<file path="src/rtl/core_pkg.sv">
// Shared definitions for the core pipeline control: register width, forwarding
// source encodings, hazard FSM states and the shadow-stage records.
package core_pkg;

  localparam int REG_AW = 5;

  localparam logic [1:0] FWD_REGFILE = 2'b00;
  localparam logic [1:0] FWD_MEM     = 2'b01;
  localparam logic [1:0] FWD_WB      = 2'b10;
  localparam logic [1:0] FWD_WBH     = 2'b11;

  typedef enum logic [1:0] {
    HZ_RUN     = 2'd0,
    HZ_LDSTALL = 2'd1,
    HZ_FLUSH   = 2'd2
  } hz_state_e;

  // Only the EX entry needs the load flag; older entries just track the writer.
  typedef struct packed {
    logic              v;
    logic [REG_AW-1:0] rd;
    logic              ld;
  } shadow_t;

  typedef struct packed {
    logic              v;
    logic [REG_AW-1:0] rd;
  } stage_t;

  // hit[0]=EX, hit[1]=MEM, hit[2]=WB; youngest usable producer wins.
  function automatic logic [1:0] fwd_pick(input logic [2:0] hit, input logic ex_ld);
    if (hit[0] && !ex_ld) return FWD_MEM;
    else if (hit[1])      return FWD_WB;
    else if (hit[2])      return FWD_WBH;
    else                  return FWD_REGFILE;
  endfunction

endpackage

</file>
<file path="src/rtl/hz_shadow_pipe.sv">
// Shadow copy of the EX->MEM->WB destination registers, advanced every cycle,
// with per-stage source-operand match flags for the ID instruction.
module hz_shadow_pipe
  import core_pkg::*;
(
  input  logic              clk,
  input  logic              rst_n,
  input  logic              in_v,
  input  logic [REG_AW-1:0] in_rd,
  input  logic              in_ld,
  input  logic              rs1_v,
  input  logic [REG_AW-1:0] rs1,
  input  logic              rs2_v,
  input  logic [REG_AW-1:0] rs2,
  output logic [2:0]        hit1,
  output logic [2:0]        hit2,
  output logic              ex_ld
);

  shadow_t ex_q;
  stage_t  mem_q;
  stage_t  wb_q;

  function automatic logic match(input logic rv, input logic [REG_AW-1:0] rs,
                                 input logic sv, input logic [REG_AW-1:0] srd);
    return rv && (rs != '0) && sv && (srd == rs);
  endfunction

  always_ff @(posedge clk or negedge rst_n) begin
    if (!rst_n) begin
      ex_q  <= '0;
      mem_q <= '0;
      wb_q  <= '0;
    end else begin
      ex_q  <= '{v: in_v, rd: in_rd, ld: in_ld};
      mem_q <= '{v: ex_q.v, rd: ex_q.rd};
      wb_q  <= mem_q;
    end
  end

  always_comb begin
    hit1  = {match(rs1_v, rs1, wb_q.v, wb_q.rd),
             match(rs1_v, rs1, mem_q.v, mem_q.rd),
             match(rs1_v, rs1, ex_q.v, ex_q.rd)};
    hit2  = {match(rs2_v, rs2, wb_q.v, wb_q.rd),
             match(rs2_v, rs2, mem_q.v, mem_q.rd),
             match(rs2_v, rs2, ex_q.v, ex_q.rd)};
    ex_ld = ex_q.ld;
  end

endmodule

</file>
<file path="src/rtl/hazard_ctrl.sv">
// Pipeline hazard controller: load-use stall, redirect flush sequencing,
// registered EX operand forwarding selects and stall/flush perf counters.
module hazard_ctrl
  import core_pkg::*;
#(
  parameter int REG_AW       = core_pkg::REG_AW,
  parameter int FLUSH_CYCLES = 2,
  parameter int CNT_W        = 32
) (
  input  logic              clk,
  input  logic              rst_n,
  input  logic              id_valid,
  input  logic              id_rs1_v,
  input  logic [REG_AW-1:0] id_rs1,
  input  logic              id_rs2_v,
  input  logic [REG_AW-1:0] id_rs2,
  input  logic              id_rd_v,
  input  logic [REG_AW-1:0] id_rd,
  input  logic              id_is_load,
  input  logic              ex_redirect,
  output logic              stall_if,
  output logic              stall_id,
  output logic              bubble_ex,
  output logic              flush_id,
  output logic [1:0]        fwd_sel1,
  output logic [1:0]        fwd_sel2,
  output logic [1:0]        state,
  output logic [CNT_W-1:0]  stall_cnt,
  output logic [CNT_W-1:0]  flush_cnt
);

  localparam logic [2:0] FLUSH_INIT = 3'(FLUSH_CYCLES - 1);

  hz_state_e        state_q, state_d;
  logic [2:0]       cnt_q, cnt_d;
  logic [2:0]       hit1, hit2;
  logic             ex_ld;
  logic             ld_hazard;
  logic             stall;
  logic             flush;
  logic             ex_in_v;
  logic [1:0]       fwd1_q, fwd2_q;
  logic [CNT_W-1:0] stall_cnt_q, flush_cnt_q;

  hz_shadow_pipe u_shadow (
    .clk   (clk),
    .rst_n (rst_n),
    .in_v  (ex_in_v),
    .in_rd (id_rd),
    .in_ld (id_is_load),
    .rs1_v (id_rs1_v),
    .rs1   (id_rs1),
    .rs2_v (id_rs2_v),
    .rs2   (id_rs2),
    .hit1  (hit1),
    .hit2  (hit2),
    .ex_ld (ex_ld)
  );

  // Outputs are gated by rst_n so reset forces every control line low at once.
  always_comb begin
    ld_hazard = id_valid & (hit1[0] | hit2[0]) & ex_ld;
    stall     = rst_n & ld_hazard & ~ex_redirect & (state_q != HZ_FLUSH);
    flush     = rst_n & (ex_redirect | (state_q == HZ_FLUSH));
    ex_in_v   = id_valid & id_rd_v & (id_rd != '0) & ~stall & ~flush;
  end

  always_comb begin
    state_d = state_q;
    cnt_d   = cnt_q;
    case (state_q)
      HZ_RUN: begin
        if (ex_redirect) begin
          state_d = HZ_FLUSH;
          cnt_d   = FLUSH_INIT;
        end else if (ld_hazard) begin
          state_d = HZ_LDSTALL;
        end
      end
      HZ_LDSTALL: begin
        if (ex_redirect) begin
          state_d = HZ_FLUSH;
          cnt_d   = FLUSH_INIT;
        end else begin
          state_d = HZ_RUN;
        end
      end
      HZ_FLUSH: begin
        if (ex_redirect)      cnt_d   = FLUSH_INIT;
        else if (cnt_q == '0) state_d = HZ_RUN;
        else                  cnt_d   = cnt_q - 3'd1;
      end
      default: state_d = HZ_RUN;
    endcase
  end

  always_ff @(posedge clk or negedge rst_n) begin
    if (!rst_n) begin
      state_q     <= HZ_RUN;
      cnt_q       <= '0;
      fwd1_q      <= FWD_REGFILE;
      fwd2_q      <= FWD_REGFILE;
      stall_cnt_q <= '0;
      flush_cnt_q <= '0;
    end else begin
      state_q <= state_d;
      cnt_q   <= cnt_d;
      fwd1_q  <= (stall | flush) ? FWD_REGFILE : fwd_pick(hit1, ex_ld);
      fwd2_q  <= (stall | flush) ? FWD_REGFILE : fwd_pick(hit2, ex_ld);
      if (stall)       stall_cnt_q <= stall_cnt_q + CNT_W'(1);
      if (ex_redirect) flush_cnt_q <= flush_cnt_q + CNT_W'(1);
    end
  end

  assign stall_if  = stall;
  assign stall_id  = stall;
  assign bubble_ex = stall | flush;
  assign flush_id  = flush;
  assign fwd_sel1  = fwd1_q;
  assign fwd_sel2  = fwd2_q;
  assign state     = state_q;
  assign stall_cnt = stall_cnt_q;
  assign flush_cnt = flush_cnt_q;

endmodule

</file>
<file path="config.mk">
export PLATFORM = sky130hd
export DESIGN_NAME = hazard_ctrl
export DESIGN_NICKNAME = d
export VERILOG_FILES = /design/src/rtl/core_pkg.sv /design/src/rtl/hz_shadow_pipe.sv /design/src/rtl/hazard_ctrl.sv
export SDC_FILE = /design/constraint.sdc
export NUM_CORES = 1
export LEC_CHECK = 0
export CORE_UTILIZATION = 35
export CTS_CLUSTER_SIZE = 16
export DETAILED_ROUTE_END_ITERATION = 16
export SYNTH_ARGS = -nofsm -noshare
export SYNTH_HDL_FRONTEND = slang
export SYNTH_SLANG_ARGS = --single-unit
export TNS_END_PERCENT = 20
</file>
<file path="constraint.sdc">
create_clock -name clk -period 2 [get_ports clk]
set_input_delay 0.4 -clock clk [delete_from_list [all_inputs] [get_ports clk]]
set_output_delay 0.4 -clock clk [all_outputs]
set_load 0.02 [all_outputs]
</file>
==> metrics.txt <==
full die area=~0.013 mm²; Clk Latency, worst-skew pair=about 340 ps; Worst Path Max Fanout=2; number of buffers created by CTS=9; run status=complete, but fails checks; antenna diode count=0; 1st-iter DRT viols=between 100 and 150; Top FF cell, synth=dfrtp_1; DR vias=about 3300; most common cell in the netlist=dfrtp_1; fin crit share=1.19; first-pass GRT wire length=roughly 17000 µm; CTS tree=done; Hold Buf Count CTS=0; RSZ-0062 raised after global routing=true; Overall Power=around 0.005 W; WL final=between 10000 and 15000 µm; FFs w/ async S/R, synth=1.00; first drt pass iteration count=4; fillers=~1100; Core Footprint=between 0.01 and 0.015 mm²; Leakage=approximately 3.0 nW; worst path arrival time=1980 ps; width of the die=~110 µm; top cell type's share of synthesized area=0.535; register clock-pin slew on the reported worst setup and hold paths=around 60 ps; CP Launch Type=input pin; initial antenna violation count=0; ANT nets after route=0; register area share after synthesis=0.535; largest net degree at the start of global routing=53; Place WS=-1120 ps; Clock Tree Buf Depth=2; max cap viols=0; CP required=between 1500 and 2000 ps; htree depth=3; skew final=around 5.4 ps; Initial Util=0.358; critical setup path kind=input pin to primary output; Final Max Tran Viols=0; GP Congestion=0.840; area grow syn2layout=49.7%; WHS=approximately 230 ps; Via density=approximately 4.8; sw frac=0.247; Post-Syn Nets=about 410; synth top area cells=dfrtp_1 (54%), xnor2_1 (12%), xor2_1 (6.9%), nand2_1 (3.4%), nand3_1 (2.6%); GRT Util Overall=0.173; peak supply drop=between 0.3 and 0.4 mV; P per Cell Area=773 mW/mm²; port buffer count=96; routed length per instance=around 15 µm; total gr overflow=0; Final setup viols=30; switching power=about 0.0012 W; worst-margin pin slew=around 680 ps; slack of the critical path=-377 ps; row count=40; Hold Crit Class=input pin to async pin; share of cells above drive strength 1=0.233; Post-Synthesis Mean Instance Area=~11 µm²; Clk Tree Root Cell=clkbuf_16; Seq pwr share=0.425; number of flops mapped to enable cells by yosys=0; nets=around 560; detailed-placement wirelength estimate=approximately 7200 µm; FMAX=roughly 420 MHz; Tmin final=about 2400 ps; failing checks=negative setup slack; post-synthesis cell type count=45; vias in the first global route=~3500; CTS Sinks=about 90; area leader, netlist=dfrtp_1; Critical Path End Type=primary output; Clk pwr share=0.413; Worst slew margin=0.547; cell internal pwr=between 0.003 and 0.004 W; Mapped Cells=379; # DRC=0; final-report hold violation count=0; Commonest cells post-synth=dfrtp_1 (92), xnor2_1 (58), nand2_1 (39); flops & latches, synth=approximately 90; Gate power share=0.162; Synth warnings=0; Netlist Area Pre-Place=between 0.004 and 0.005 mm²; die height=approximately 110 µm; I/O pins=97
-- placed cells by master (no fill, tap or decap), types with 2 or more instances in the layout --
| cell | Yosys | layout |
|---|---|---|
| a21oi_1 | 4 | 4 |
| a31oi_1 | 2 | 2 |
| a32o_1 | 2 | 2 |
| and2_1 | 3 | 2 |
| and3_1 | 12 | 12 |
| buf_12 | 0 | 2 |
| buf_4 | 1 | 54 |
| buf_6 | 5 | 6 |
| bufinv_16 | 0 | 3 |
| clkbuf_16 | 0 | 10 |
| clkbuf_8 | 0 | 4 |
| clkdlybuf4s15_1 | 0 | 4 |
| clkdlybuf4s50_1 | 0 | 80 |
| dfrtp_1 | 92 | 92 |
| dlygate4sd2_1 | 0 | 5 |
| ha_1 | 4 | 4 |
| inv_1 | 8 | 8 |
| nand2_1 | 39 | 38 |
| nand3_1 | 22 | 18 |
| nand3_2 | 1 | 5 |
| nand4_1 | 15 | 15 |
| nand4b_1 | 2 | 2 |
| nor2_1 | 19 | 17 |
| nor3_1 | 14 | 7 |
| nor3_2 | 8 | 7 |
| nor3_4 | 0 | 8 |
| nor4_2 | 2 | 3 |
| nor4_4 | 1 | 2 |
| nor4b_4 | 1 | 2 |
| o21ai_2 | 2 | 2 |
| or2_4 | 0 | 2 |
| or4_4 | 0 | 2 |
| xnor2_1 | 58 | 58 |
| xor2_1 | 34 | 34 |
-- worst max-delay path, stage by stage --
cell and delay [ps]:
clkdlybuf4s15_1 190, or4_4 530, o21ai_2 150, nand4b_1 220, a21boi_4 90, or2_4 270
buf_6 130
-- per-stage QoR --
step	setup TNS, ps	cells	instance area, µm²	utilization
2_1_floorplan	-650	379	4320	-
3_3_place_gp	-31030	663	5770	0.480
3_5_place_dp	-32870	663	5770	0.480
4_1_cts	-4110	685	6300	0.524
5_1_grt	-6400	688	6440	0.536
6_report	-2400	688	6440	0.536
-- kinds of logic after synthesis --
group                    after synthesis  share of synthesized area
AND/OR/NAND/NOR                      154                      0.205
XOR/XNOR                              92                      0.187
flip-flops                            92                      0.535
buffers and inverters                 18                     0.0262
AO/OA/AOI/OAI                         17                     0.0288
adder cells (fa/ha/maj)                4                     0.0116
multiplexers                           2                    0.00524
-- path summary, 6_finish.rpt --
path                            cells after the start  slack (ps)           endpoint             start
worst min-delay path                                3         230       flush_cnt[0]             rst_n
min in group clk                                    0         430  u_shadow.mem_q[5]  u_shadow.ex_q[6]
worst max register to register                      8        -140      stall_cnt[10]  u_shadow.ex_q[5]
worst min register to register                      0         430  u_shadow.mem_q[5]  u_shadow.ex_q[6]
max in group asynchronous                           4         690       stall_cnt[0]             rst_n
worst max-delay path                                7        -380          bubble_ex         id_rs1[0]
-- routing by layer --
| layer | global-route usage | share of wire | vias up |
|---|---|---|---|
| met4 | 0.0658 | 0.013 | 0 |
| met3 | 0.0295 | 0.033 | 9 |
| li1 | - | - | 1602 |
| met1 | 0.232 | 0.46 | 1642 |
| met5 | 0 | 0 | - |
| met2 | 0.281 | 0.49 | 63 |
-- layout make-up --
type | count | area, µm² | share of cell area
Sequential cell | 92 | 2300 | 0.358
Multi-Input combinational cell | 269 | 2070 | 0.322
Timing Repair Buffer | 156 | 1480 | 0.230
Clock buffer | 13 | 280 | 0.0435
Tap cell | 147 | 184 | 0.0286
Clock inverter | 3 | 90.1 | 0.0140
Inverter | 8 | 30.0 | 0.00467
-- flip-flops by register name, summed over array words and instances, names as in the netlist --
signal,count
u_shadow.ex_q,6
stall_cnt,32
state,2
fwd_sel1,2
fwd_sel2,2
cnt_q,3
u_shadow.ex_ld,1
u_shadow.wb_q,6
u_shadow.mem_q,6
flush_cnt,32
-- power by group through the flow --
stage	Sequential, W	Combinational (W)	Clock (W)
6_report	0.00212	0.000805	0.00206
3_5_place_dp	0.00215	0.000802	0
4_1_cts	0.00211	0.000814	0.00211
2_1_floorplan	0.00221	0.000350	0
3_3_place_gp	0.00214	0.000779	0
5_1_grt	0.00214	0.000875	0.00219
-- what timing repair did --
| action | in CTS | in global routing |
|---|---|---|
| cloned | 1 | 1 |
| endpoints found under the setup margin | 47 | 36 |
| resized for setup | 60 | 20 |
| setup buffers | 5 | 2 |
| pin swaps | 18 | 29 |
Power figures use the tool's default switching activity.
